### config.mk
export PLATFORM = sky130hd
export DESIGN_NAME = trng_ctrl_flat
export DESIGN_NICKNAME = d
export VERILOG_FILES = /design/src/rtl/trng_ctrl_if.sv /design/src/rtl/trng_ctrl.sv /design/src/flat_wrapper.sv
export SDC_FILE = /design/constraint.sdc
export NUM_CORES = 1
export LEC_CHECK = 0
export ABC_AREA = 1
export BUFFER_PORTS_ARGS = -buffer_cell sky130_fd_sc_hd__buf_2
export CAP_MARGIN = 20
export CELL_PAD_IN_SITES_DETAIL_PLACEMENT = 1
export CELL_PAD_IN_SITES_GLOBAL_PLACEMENT = 1
export CORE_UTILIZATION = 25
export CTS_BUF_LIST = sky130_fd_sc_hd__clkbuf_4 sky130_fd_sc_hd__clkbuf_8 sky130_fd_sc_hd__clkbuf_16
export DETAILED_ROUTE_END_ITERATION = 10
export PLACE_DENSITY = 0.54
export SETUP_SLACK_MARGIN = 0.15
export SLEW_MARGIN = 15
export SYNTH_ARGS = -nofsm -noshare
export SYNTH_HDL_FRONTEND = slang
export SYNTH_SLANG_ARGS = --single-unit
### constraint.sdc
create_clock -name clk_i -period 2.2 [get_ports clk_i]
set_input_delay 0.33 -clock clk_i [delete_from_list [all_inputs] [get_ports clk_i]]
set_output_delay 0.33 -clock clk_i [all_outputs]
set_load 0.05 [all_outputs]
### src/rtl/trng_ctrl_if.sv
// Valid/ready word channel between the TRNG controller and the register block.
//   data  : 32-bit random word (held stable while valid is high)
//   valid : data holds an unread word
//   ready : consumer accepts data on a clock edge where valid is also high
// The master modport belongs to the controller and the slave modport to the consumer.
interface trng_ctrl_if;
    logic [31:0] data;
    logic        valid;
    logic        ready;

    modport master (output data, output valid, input ready);
    modport slave  (input data, input valid, output ready);
endinterface

### src/rtl/trng_ctrl.sv
// Controller for the ring-oscillator TRNG macro. It sequences the macro reset
// and holds the macro trim settings. It synchronises and samples the raw bit,
// removes bias with von Neumann pairing, and runs a repetition-count health
// test. It packs the accepted bits into 32-bit words.
// Ports:
//   clk_i, rst_ni           clock, asynchronous active-low reset
//   en_i                    enable; low returns to IDLE (FAIL is only left via clear_fail_i)
//   clear_fail_i            leaves the FAIL state
//   trim_fast_i/trim_slow_i trim settings, captured only while IDLE
//   trng_i                  raw macro bit, asynchronous to clk_i
//   ring_rst_o              macro reset, high in IDLE and FAIL
//   trim_fast_o/trim_slow_o latched trim driven to the macro
//   bus                     word channel (data/valid out, ready in)
//   health_fail_o           high while in FAIL
//   state_o                 IDLE=0 WARMUP=1 COLLECT=2 HOLD=3 FAIL=4
module trng_ctrl #(
    parameter int TRIM_BITS     = 26,
    parameter int WARMUP_CYCLES = 1024,
    parameter int SAMPLE_DIV    = 16,
    parameter int RCT_CUTOFF    = 32
) (
    input  logic                 clk_i,
    input  logic                 rst_ni,
    input  logic                 en_i,
    input  logic                 clear_fail_i,
    input  logic [TRIM_BITS-1:0] trim_fast_i,
    input  logic [TRIM_BITS-1:0] trim_slow_i,
    input  logic                 trng_i,
    output logic                 ring_rst_o,
    output logic [TRIM_BITS-1:0] trim_fast_o,
    output logic [TRIM_BITS-1:0] trim_slow_o,
    trng_ctrl_if.master          bus,
    output logic                 health_fail_o,
    output logic [2:0]           state_o
);

    localparam logic [2:0] ST_IDLE    = 3'd0;
    localparam logic [2:0] ST_WARMUP  = 3'd1;
    localparam logic [2:0] ST_COLLECT = 3'd2;
    localparam logic [2:0] ST_HOLD    = 3'd3;
    localparam logic [2:0] ST_FAIL    = 3'd4;

    localparam int WARM_W = $clog2(WARMUP_CYCLES + 1);
    localparam int DIV_W  = $clog2(SAMPLE_DIV + 1);
    localparam int RUN_W  = $clog2(RCT_CUTOFF + 1);

    localparam logic [WARM_W-1:0] WARM_LAST = WARM_W'(WARMUP_CYCLES - 1);
    localparam logic [DIV_W-1:0]  DIV_LAST  = DIV_W'(SAMPLE_DIV - 1);
    localparam logic [RUN_W-1:0]  RUN_CUT   = RUN_W'(RCT_CUTOFF);

    logic [2:0]        state;
    logic              sync1;
    logic              sync2;
    logic [WARM_W-1:0] warm_cnt;
    logic [DIV_W-1:0]  div_cnt;
    logic [RUN_W-1:0]  run_cnt;
    logic              last_sample;
    logic              phase;
    logic              first_sample;
    logic [31:0]       word;
    logic [5:0]        bit_cnt;
    logic [31:0]       out_data;
    logic              out_valid;

    logic              sample;
    logic              sample_tick;
    logic [RUN_W-1:0]  run_next;
    logic              rct_hit;
    logic              pair_ok;
    logic [31:0]       word_next;
    logic              word_done;

    assign sample        = sync2;
    assign ring_rst_o    = (state == ST_IDLE) || (state == ST_FAIL);
    assign health_fail_o = (state == ST_FAIL);
    assign state_o       = state;
    assign bus.data      = out_data;
    assign bus.valid     = out_valid;

    always_comb begin
        sample_tick = (state == ST_COLLECT) && (div_cnt == DIV_LAST);
        // A cleared run counter means no sample has been seen since warm-up,
        // so the next sample starts a fresh run.
        if (run_cnt == '0 || sample != last_sample) begin
            run_next = RUN_W'(1);
        end else begin
            run_next = run_cnt + RUN_W'(1);
        end
        rct_hit   = sample_tick && (run_next == RUN_CUT);
        // The second sample of a pair completes it. 10 yields 1 and 01 yields 0,
        // so the accepted bit is always the first sample of the pair.
        pair_ok   = sample_tick && phase && (first_sample != sample);
        word_next = {word[30:0], first_sample};
        word_done = pair_ok && (bit_cnt == 6'd31);
    end

    always_ff @(posedge clk_i or negedge rst_ni) begin
        if (!rst_ni) begin
            state        <= ST_IDLE;
            sync1        <= 1'b0;
            sync2        <= 1'b0;
            trim_fast_o  <= '0;
            trim_slow_o  <= '0;
            warm_cnt     <= '0;
            div_cnt      <= '0;
            run_cnt      <= '0;
            last_sample  <= 1'b0;
            phase        <= 1'b0;
            first_sample <= 1'b0;
            word         <= '0;
            bit_cnt      <= '0;
            out_data     <= '0;
            out_valid    <= 1'b0;
        end else begin
            sync1 <= trng_i;
            sync2 <= sync1;

            case (state)
                ST_IDLE: begin
                    trim_fast_o <= trim_fast_i;
                    trim_slow_o <= trim_slow_i;
                    if (en_i) begin
                        state    <= ST_WARMUP;
                        warm_cnt <= '0;
                    end
                end

                ST_WARMUP: begin
                    if (!en_i) begin
                        state <= ST_IDLE;
                    end else if (warm_cnt == WARM_LAST) begin
                        state   <= ST_COLLECT;
                        div_cnt <= '0;
                        run_cnt <= '0;
                        bit_cnt <= '0;
                        phase   <= 1'b0;
                    end else begin
                        warm_cnt <= warm_cnt + WARM_W'(1);
                    end
                end

                ST_COLLECT: begin
                    if (!en_i) begin
                        state   <= ST_IDLE;
                        bit_cnt <= '0;
                        phase   <= 1'b0;
                    end else begin
                        div_cnt <= sample_tick ? '0 : div_cnt + DIV_W'(1);
                        if (sample_tick) begin
                            last_sample <= sample;
                            run_cnt     <= run_next;
                            if (rct_hit) begin
                                // A health failure takes priority over a word that
                                // would complete on the same sample.
                                state   <= ST_FAIL;
                                bit_cnt <= '0;
                                phase   <= 1'b0;
                            end else begin
                                phase <= ~phase;
                                if (!phase) begin
                                    first_sample <= sample;
                                end
                                if (pair_ok) begin
                                    word    <= word_next;
                                    bit_cnt <= bit_cnt + 6'd1;
                                end
                                if (word_done) begin
                                    state     <= ST_HOLD;
                                    out_data  <= word_next;
                                    out_valid <= 1'b1;
                                end
                            end
                        end
                    end
                end

                ST_HOLD: begin
                    if (!en_i) begin
                        state     <= ST_IDLE;
                        out_valid <= 1'b0;
                        bit_cnt   <= '0;
                        phase     <= 1'b0;
                    end else if (out_valid && bus.ready) begin
                        state     <= ST_COLLECT;
                        out_valid <= 1'b0;
                        bit_cnt   <= '0;
                        phase     <= 1'b0;
                    end
                end

                ST_FAIL: begin
                    if (clear_fail_i) begin
                        state <= ST_IDLE;
                    end
                end

                default: begin
                    state     <= ST_IDLE;
                    out_valid <= 1'b0;
                end
            endcase
        end
    end

endmodule

### src/flat_wrapper.sv
// flat-port wrapper written by rule: the top's interface ports become plain ports
module trng_ctrl_flat 
#(
    parameter int TRIM_BITS     = 26,
    parameter int WARMUP_CYCLES = 1024,
    parameter int SAMPLE_DIV    = 16,
    parameter int RCT_CUTOFF    = 32
)
  (clk_i, rst_ni, en_i, clear_fail_i, trim_fast_i, trim_slow_i, trng_i, ring_rst_o, trim_fast_o, trim_slow_o, health_fail_o, state_o, bus_data, bus_valid, bus_ready);
  trng_ctrl_if bus_i ();
  input  logic clk_i;
  input  logic rst_ni;
  input  logic en_i;
  input  logic clear_fail_i;
  input  logic [TRIM_BITS-1:0] trim_fast_i;
  input  logic [TRIM_BITS-1:0] trim_slow_i;
  input  logic trng_i;
  output logic ring_rst_o;
  output logic [TRIM_BITS-1:0] trim_fast_o;
  output logic [TRIM_BITS-1:0] trim_slow_o;
  output logic health_fail_o;
  output logic [2:0] state_o;
  output wire logic [$bits(bus_i.data)-1:0] bus_data;
  output wire logic [$bits(bus_i.valid)-1:0] bus_valid;
  input wire logic [$bits(bus_i.ready)-1:0] bus_ready;
  assign bus_data = bus_i.data;
  assign bus_valid = bus_i.valid;
  assign bus_i.ready = bus_ready;
  trng_ctrl #(.TRIM_BITS(TRIM_BITS), .WARMUP_CYCLES(WARMUP_CYCLES), .SAMPLE_DIV(SAMPLE_DIV), .RCT_CUTOFF(RCT_CUTOFF)) u_core (.clk_i(clk_i), .rst_ni(rst_ni), .en_i(en_i), .clear_fail_i(clear_fail_i), .trim_fast_i(trim_fast_i), .trim_slow_i(trim_slow_i), .trng_i(trng_i), .ring_rst_o(ring_rst_o), .trim_fast_o(trim_fast_o), .trim_slow_o(trim_slow_o), .bus(bus_i), .health_fail_o(health_fail_o), .state_o(state_o));
endmodule
After elaboration in Yosys (flattened, before gate mapping)

Cells that the tools add are included.

Bits of input ports: 58
Output and inout bits: 90
Bits in registers: 152
Word-level logic and storage cells: 117

Mux-type cells: 46
Eq/ne operators: 24
Reductions and logical operators: 25
Bitwise logic cells: 3
Add/subtract/negate cells: 4

Operator list:

| operator              | number |
|---|---|
| $mux 6                | 11 |
| $mux 11               | 3 |
| $mux 3                | 10 |
| $reduce_and 5->1      | 5 |
| $pmux 11 s2           | 1 |
| $mux 5                | 4 |
| $pmux 6 s3            | 1 |
| $reduce_and 6->1      | 3 |
| $pmux 3 s5            | 1 |
| $add 6x1->6 const B   | 2 |
| $ne 2x2->1 const B    | 6 |
| $pmux 6 s2            | 1 |
| $add 11x1->11 const B | 1 |
| $eq 11x10->1 const B  | 1 |
| $mux 1                | 11 |
| $pmux 5 s2            | 1 |
| $ne 3x2->1 const B    | 3 |
| $ne 4x2->1 const B    | 2 |
| $reduce_and 4->1      | 2 |
| $eq 3x2->1 const B    | 2 |
| $eq 6x5->1 const B    | 1 |
| $eq 6x6->1 const B    | 1 |
| $logic_and 1x1->1     | 6 |
| $logic_not 6->1       | 1 |
| 14 further kinds      | 22 |

Depth between registers and ports, before layout

Gate-level depths: netlist of the first run.

Depth in word-level cells: 10
Depth in mapped cells: 13
Depth with buffers taken out: 12

Worst setup path after synthesis of the first run

OpenSTA, ideal clock, no wires.

Path kind: register -> register
Start: reg u_core.state[2] (netlist: u_core.state_o[2])
End: reg u_core.state[0] (netlist: u_core.state_o[0])
Setup time: 0.120 ns
Required time: 2.080 ns
Arrival: 2.445 ns
Clock period less this slack: 2.565 ns
Setup slack: -0.365 ns
Path buffers: 0
Stages on the path, launching flop included: 8
Path through: dfrtp_1 > inv_1 > nor3_1 > nand2_1 > o211ai_1 > nor2_1 > nand3_1 > nand2_1

Elaborated cells on any way between the ends: 21
Classes of those cells: eq/ne (10); mux (4); reduce/logical (7)

RTL lines:

| what                              | line               | source |
|---|---|---|
| start, declared                   | trng_ctrl.sv:51    | `logic [2:0] state;` |
| start signal, assigned            | trng_ctrl.sv:99    | `state <= ST_IDLE;` |
| start signal, assigned            | trng_ctrl.sv:123   | `state <= ST_WARMUP;` |
| start signal, assigned            | trng_ctrl.sv:130   | `state <= ST_IDLE;` |
| $eq 3x3->1 *                      | --                 |  |
| named net health_fail_o           | flat_wrapper.sv:21 | `output logic health_fail_o;` |
| $ne 2x2->1 (no source line)       | --                 |  |
| $reduce_and 6->1 (no source line) | --                 |  |

The timed path passes the listed nets; every way through them passes the cells marked *. The select of a mux whose other input is x is not followed.
A chain may end at the register's enable or synchronous reset.

Worst setup path after layout of the first run

Start: reg u_core.warm_cnt[0]
End: reg u_core.state[0] (netlist: u_core.state_o[0])

Word-level cells in the longest chain between the ends: 3

RTL lines:

| what                              | line             | source |
|---|---|---|
| start, declared                   | trng_ctrl.sv:54  | `logic [WARM_W-1:0] warm_cnt;` |
| start signal, assigned            | trng_ctrl.sv:138 | `warm_cnt <= warm_cnt + WARM_W'(1);` |
| $eq 11x10->1                      | trng_ctrl.sv:131 | `end else if (warm_cnt == WARM_LAST) begin` |
| $ne 3x2->1 (no source line)       | --               |  |
| $reduce_and 6->1 (no source line) | --               |  |
| end signal, assigned              | trng_ctrl.sv:130 |  |
| end signal, assigned              | trng_ctrl.sv:132 | `state <= ST_COLLECT;` |
| end signal, assigned              | trng_ctrl.sv:144 | `state <= ST_IDLE;` |

No other way between the ends.

==> results_dict.tcl, run 1 <==
set metrics [dict create \
    slew_violations 0 \
    grt_pass1_wl_um 30200 \
    num_vias 5356 \
    pre_cts_ws_ns 0.0333 \
    io_pins 148 \
    synth_compound_area_share_pct 9.78 \
    status "finished with violations" \
    syn_area_per_cell_um2 9.10 \
    start_kind "flop" \
    final-setup-viol-count 0 \
    cts_tree "yes" \
    synth_top_family_by_area "simple AND/OR/NAND/NOR gates" \
    initial_core_util_pct 25.6 \
    drt_iter0_drc 171 \
    relSlewSlack_pct 62.4 \
    yosys_register_bits 152 \
    ir_worst_vdd_mv 0.710 \
    fin_ws_ns 0.291 \
    grt_max_degree 53 \
    synth_fp_nets 800 \
    p_leak_nw 4.42 \
    synth_edf_count 0 \
    core_area_um2 26200 \
    final_core_util_pct 33.3 \
    portBuffers 147 \
    dr.pass1.iters 7 \
    synthAdderAreaFrac_pct 0.933 \
    dieArea_um2 27500 \
    grt_pass1_vias 5864 \
    grt_setup_unrepaired "true" \
    clk_latency_ns 0.43 \
    fill_cells 3067 \
    tns_ns 0 \
    placementRows 59 \
    reg2reg_setup_slack_ns 0.29 \
    ant_nets 0 \
    cp-end-kind "flop" \
    maxCapViolCount 0 \
    die_w_um 166 \
    synthMuxAreaShare_pct 0 \
    fin_hold_ws_ns 0.0220 \
    worstReg2RegStart "u_core.warm_cnt[0]" \
    yosysSeqAreaShare_pct 56.7 \
    gp_congestion 0.752 \
    vias_per_cell 4.27 \
    yosys.area.top_type "dfrtp_1" \
    violations "design-rule violations" \
    die-height_um 166 \
    cp.arrival_ns 2.21 \
    timing.fmax_ghz 0.524 \
    synth_ff_type "dfrtp_1" \
    netlist_area_um2 6700 \
    synth_top_area_share_pct 56.7 \
    worstMarginPinSlew_ns 0.563 \
    clockBufferDepth 2 \
    drive_gt1_share_pct 31.5 \
    cp.required_ns 2.50 \
    groute.usage.overall_pct 13.6 \
    worstPathMaxFanout 6 \
    antenna_found_initial 1 \
    yosys_warnings 0 \
    routed_wl_um 17400 \
    cts_root_buf "clkbuf_16" \
    fin_area_um2 8720 \
    ys_types 38 \
    synth_area_leaders "dfrtp_1 (57%), nand2_1 (16%), o21ai_2 (4.1%)" \
    async_flop_share_pct 100 \
    crit_type "reg -> reg" \
    period_needed_ns 1.91 \
    synthCells 737 \
    period_share_pct 86.8 \
    powerDensity_nw_per_um2 1280 \
    startpoint "u_core.warm_cnt[0]" \
    synth-simple-area-share_pct 24.3 \
    cts_sinks 152 \
    hold_viol_final 0 \
    hold_class "in -> reg" \
    syn_to_final_growth_pct 30.0 \
    yosys.area_share.xor_xnor_pct 1.96 \
    finalClockSkew_ns 0.0234 \
    dpl.hpwl_um 12300 \
    drc 8 \
    nNetsFinal 968 \
    overflow 0 \
    dpl-instance-area_um2 7940 \
    wire_per_inst_um 13.9 \
    min-delay-start "trng_i" \
    h-tree-depth 4 \
    clk_pin_slew_ns 0.06 \
    cts_buffers 17 \
]
routing by layer:
metal / wire length [µm] / track usage [%]
met5: 0 / 0
met4: 137 / 3.90
met3: 1330 / 5.41
met2: 7960 / 21.9
met1: 8020 / 16.9
synthesized netlist by cell type, types with 2 or more instances:
cell / instances
nor3_1: 7
clkbuf_2: 2
nor2_2: 2
nor2_1: 21
buf_2: 7
o21ai_0: 41
or2_2: 2
o21ai_2: 31
o31ai_1: 8
nand4_1: 8
xnor2_1: 5
a21oi_1: 5
inv_4: 3
o21ai_1: 6
xor2_1: 10
buf_6: 7
nor2_8: 4
nand2_1: 282
nand3_1: 27
dfrtp_1: 152
ha_1: 5
clkbuf_1: 10
nand2_2: 15
inv_1: 63
where the power goes:
| part | leakage (nW) | internal (W) | switching (W) |
|---|---|---|---|
| Clock | 0.288 | 0.00155 | 0.00135 |
| Sequential | 2.01 | 0.00339 | 0.000385 |
| Combinational | 2.12 | 0.00104 | 0.00341 |
| Total | 4.42 | 0.00598 | 0.00514 |
cells in the final DEF, fill, tap and decap left out, types with 6 or more instances in the layout:
master       n
inv_1       62
nand2_1    279
o21ai_0     41
o21ai_1      6
buf_2      146
o31ai_1      8
dfrtp_1    149
nand3_1     24
clkbuf_16   18
buf_12       8
buf_4       16
o21ai_2     31
nand4_1      8
nand2_2     15
xor2_1      10
nor3_1       6
nor2_1      17
worst max-delay path: stages (launching register included):
cell and delay, ns:
dfrtp_2 0.42, ha_2 0.21, inv_1 0.05, nor2_2 0.14, nand3_2 0.12, nor3_4 0.22
nand3_1 0.15, nand2_1 0.09, inv_1 0.08, nor2_2 0.13, nand2_1 0.07, nand2_1 0.06
nand2_1 0.05
path summary, 6_finish.rpt:
| kind | end | cells past startpoint |
|---|---|---|
| max | u_core.state_o[0] | 12 |
| min | u_core.sync1 | 1 |
| max reg2reg | u_core.state_o[0] | 12 |
| min reg2reg | u_core.sample | 0 |
| max in group asynchronous | u_core.word[1] | 3 |
| min in group asynchronous | u_core.trim_slow_o[10] | 2 |
state kept, by name, indices dropped and copies added (netlist names), 3 cells and up:
name	flops
u_core.trim_slow_o	26
u_core.trim_fast_o	26
u_core.state_o	3
u_core.div_cnt	5
u_core.bus.data	32
u_core.bit_cnt	6
u_core.word	31
u_core.run_cnt	6
u_core.warm_cnt	11
cells by family after synthesis:
logic type,Yosys count
DFF,152
AOI/OAI and AO/OA,98
xor gates and xnor gates,15
buffers and inverters,93
adders and majority gates,5
and+or+nand+nor,374
area by class of cell:
cell class              count  area [µm²]  area share [%]
diodes                      1        2.50          0.0287
well taps                 335         419            4.81
inverters                  67         259            2.97
clock inverters            13         134            1.54
clock buffers              19         447            5.12
flip-flops and latches    152        3810            43.7
repair buffers            175        1080            12.4
multi-input cells         492        2570            29.5
per-stage QoR:
stage               cells  power (W)
floorplan             737    0.00693
global placement     1210    0.00817
detailed placement   1210    0.00823
CTS                  1243     0.0112
global route         1253     0.0119
finish               1254     0.0111
what timing repair did:
item | CTS | global route
pin swaps | 0 | 6
gates cloned | 0 | 1
endpoints found under the setup margin | 11 | 93
gates resized for setup | 3 | 21
setup buffers | 0 | 9
endpoints found under the hold margin | 33 | 0
hold buffers | 1 | 0
Note: power is estimated with default switching activity, not from simulation.
==> inputs of run 2 (changes only) <==
--- a/config.mk
+++ b/config.mk
@@ -8,12 +8,12 @@
 export ABC_AREA = 1
 export BUFFER_PORTS_ARGS = -buffer_cell sky130_fd_sc_hd__buf_2
 export CAP_MARGIN = 20
-export CELL_PAD_IN_SITES_DETAIL_PLACEMENT = 1
-export CELL_PAD_IN_SITES_GLOBAL_PLACEMENT = 1
-export CORE_UTILIZATION = 25
+export CELL_PAD_IN_SITES_DETAIL_PLACEMENT = 0
+export CELL_PAD_IN_SITES_GLOBAL_PLACEMENT = 2
+export CORE_UTILIZATION = 28
 export CTS_BUF_LIST = sky130_fd_sc_hd__clkbuf_4 sky130_fd_sc_hd__clkbuf_8 sky130_fd_sc_hd__clkbuf_16
 export DETAILED_ROUTE_END_ITERATION = 10
-export PLACE_DENSITY = 0.54
+export PLACE_DENSITY = 0.71
 export SETUP_SLACK_MARGIN = 0.15
 export SLEW_MARGIN = 15
 export SYNTH_ARGS = -nofsm -noshare
==> constraint.sdc (replaced) <==
create_clock -name clk_i -period 2.4 [get_ports clk_i]
set_input_delay 0.36 -clock clk_i [delete_from_list [all_inputs] [get_ports clk_i]]
set_output_delay 0.36 -clock clk_i [all_outputs]
set_load 0.05 [all_outputs]
==> run 2 against run 1 <==
Compared with the run above: the flow now finishes without violations; power down 8.6%; routed wire length fell by 8.7%; hold slack improved by 0.031 ns; non-clock buffer count is 5 lower; sequential share of layout area increased by 0.71 points; count of clock-buffer cells in the layout unchanged; combinational power down 9.9%; critical path type unchanged; largest cell class unchanged; largest power group unchanged; highest routed layer unchanged.
==> results_dict.tcl, run 2 (synthesized netlist as in run 1, its figures left out) <==
set metrics [dict create \
    status "completed" \
    maxCapViolCount 0 \
    cp.arrival_ns 2.36 \
    clk_pin_slew_ns 0.06 \
    tns_ns 0 \
    antenna_found_initial 0 \
    finalClockSkew_ns 0.0150 \
    die-height_um 157 \
    nNetsFinal 963 \
    grt_pass1_wl_um 26800 \
    crit_type "reg -> reg" \
    pre_cts_ws_ns 0.297 \
    drive_gt1_share_pct 29.8 \
    ir_worst_vdd_mv 0.886 \
    hold_class "in -> reg" \
    clockBufferDepth 2 \
    vias_per_cell 4.15 \
    h-tree-depth 4 \
    num_vias 5110 \
    slew_violations 0 \
    cts_buffers 17 \
    syn_to_final_growth_pct 27.8 \
    initial_core_util_pct 28.6 \
    start_kind "flop" \
    timing.fmax_ghz 0.489 \
    dpl.cell_count 1197 \
    io_pins 148 \
    n_antenna_cell 0 \
    portBuffers 147 \
    die_w_um 157 \
    wire_per_inst_um 12.9 \
    worstPathMaxFanout 12 \
    cts_root_buf "clkbuf_16" \
    fin_ws_ns 0.357 \
    final-setup-viol-count 0 \
    clk_latency_ns 0.43 \
    largest_reg_flops 32 \
    period_share_pct 85.1 \
    relSlewSlack_pct 51.0 \
    worstMarginPinSlew_ns 0.730 \
    grt_pass1_vias 5125 \
    layout_commonest_cell "nand2_1" \
    gp_congestion 0.730 \
    overflow 0 \
    drc 0 \
    fill_cells 2464 \
    cts_tree "yes" \
    drt_iter0_drc 186 \
    cp.required_ns 2.71 \
    hold_viol_final 0 \
    groute.usage.overall_pct 14.1 \
    fin_area_um2 8570 \
    dpl-instance-area_um2 7920 \
    dpl.hpwl_um 11200 \
    period_needed_ns 2.04 \
    layout_common_cells "nand2_1 (280), dfrtp_1 (152), buf_2 (146)" \
    layout.cells.non_filler 1232 \
    powerDensity_nw_per_um2 1190 \
    core_area_um2 23500 \
    cts_sinks 152 \
    dieArea_um2 24600 \
    cp-end-kind "flop" \
    grt_setup_unrepaired "false" \
    dr.pass1.iters 4 \
    grt_max_degree 57 \
    routed_wl_um 15900 \
    p_leak_nw 4.37 \
    placementRows 56 \
    ant_nets 0 \
]
run 2: changes by cell type in the layout (fill, tap and decap cells not counted), moves of 3 or more:
cell | previous run | this run
dfrtp_1 | 149 | 152
clkinvlp_4 | 0 | 3
dfrtp_2 | 3 | 0
clkinv_4 | 4 | 0
run 2: layout make-up:
type | count | area, µm² | area share (%)
Clock inverter | 13 | 156 | 1.83
Tap cell | 319 | 399 | 4.66
Inverter | 67 | 259 | 3.02
Clock buffer | 19 | 447 | 5.21
Sequential cell | 152 | 3800 | 44.4
Multi-Input combinational cell | 492 | 2510 | 29.3
Timing Repair Buffer | 170 | 996 | 11.6
run 2: critical path, cell delays in order (launching register included):
cell     delay (ns)
dfrtp_1        0.41
inv_1          0.14
nand2_2        0.09
nor2_4         0.19
inv_4          0.10
nor2_8         0.15
inv_4          0.06
nor2_8         0.14
inv_4          0.07
nor2_8         0.12
nand2_8        0.11
buf_4          0.21
nand2_1        0.08
o21ai_2        0.05
run 2: through the flow:
| stage | util [%] | power [W] | hold slack, ns |
|---|---|---|---|
| 2_1_floorplan | - | 0.00636 | 0.0644 |
| 3_3_place_gp | 33.7 | 0.00755 | 0.338 |
| 3_5_place_dp | 33.7 | 0.00754 | 0.343 |
| 4_1_cts | 36.3 | 0.0103 | 0.0329 |
| 5_1_grt | 36.5 | 0.0109 | 0.0292 |
| 6_report | 36.5 | 0.0102 | 0.0525 |
run 2: timing repair:
| action | 4_1_cts | 5_1_grt |
|---|---|---|
| buffers inserted | 0 | 2 |
| hold buffers | 1 | 0 |
| resized for setup | 0 | 5 |
| endpoints found under the setup margin | 0 | 37 |
| endpoints found under the hold margin | 51 | 0 |
run 2: path summary, 6_finish.rpt:
| path | startpoint | endpoint | slack (ns) | depth (start not counted) |
|---|---|---|---|---|
| min in group asynchronous | rst_ni | u_core.state_o[0] | 0.50 | 2 |
| max in group asynchronous | rst_ni | u_core.word[27] | 1.24 | 3 |
| worst max-delay path | u_core.state_o[2] | u_core.bus.data[3] | 0.36 | 13 |
| worst min register to register | u_core.sync1 | u_core.sample | 0.35 | 0 |
| worst min-delay path | trng_i | u_core.sync1 | 0.05 | 1 |
| worst max register to register | u_core.state_o[2] | u_core.bus.data[3] | 0.36 | 13 |
run 2: per-layer routing:
| layer | share of wire, % | track usage, % | vias to the layer above | wire [µm] |
|---|---|---|---|---|
| met5 | 0 | 0 | - | 0 |
| met4 | 1.0 | 4.20 | 0 | 161 |
| met3 | 9.0 | 6.51 | 11 | 1440 |
| met2 | 42 | 20.5 | 142 | 6710 |
| met1 | 48 | 18.5 | 2299 | 7610 |
| li1 | - | - | 2658 | - |
run 2: power by group:
part           leakage, nW  switching (W)  internal [W]
Clock                0.287        0.00120       0.00152
Combinational         2.07        0.00308      0.000931
Sequential            2.01       0.000335       0.00310
Total                 4.37        0.00461       0.00555
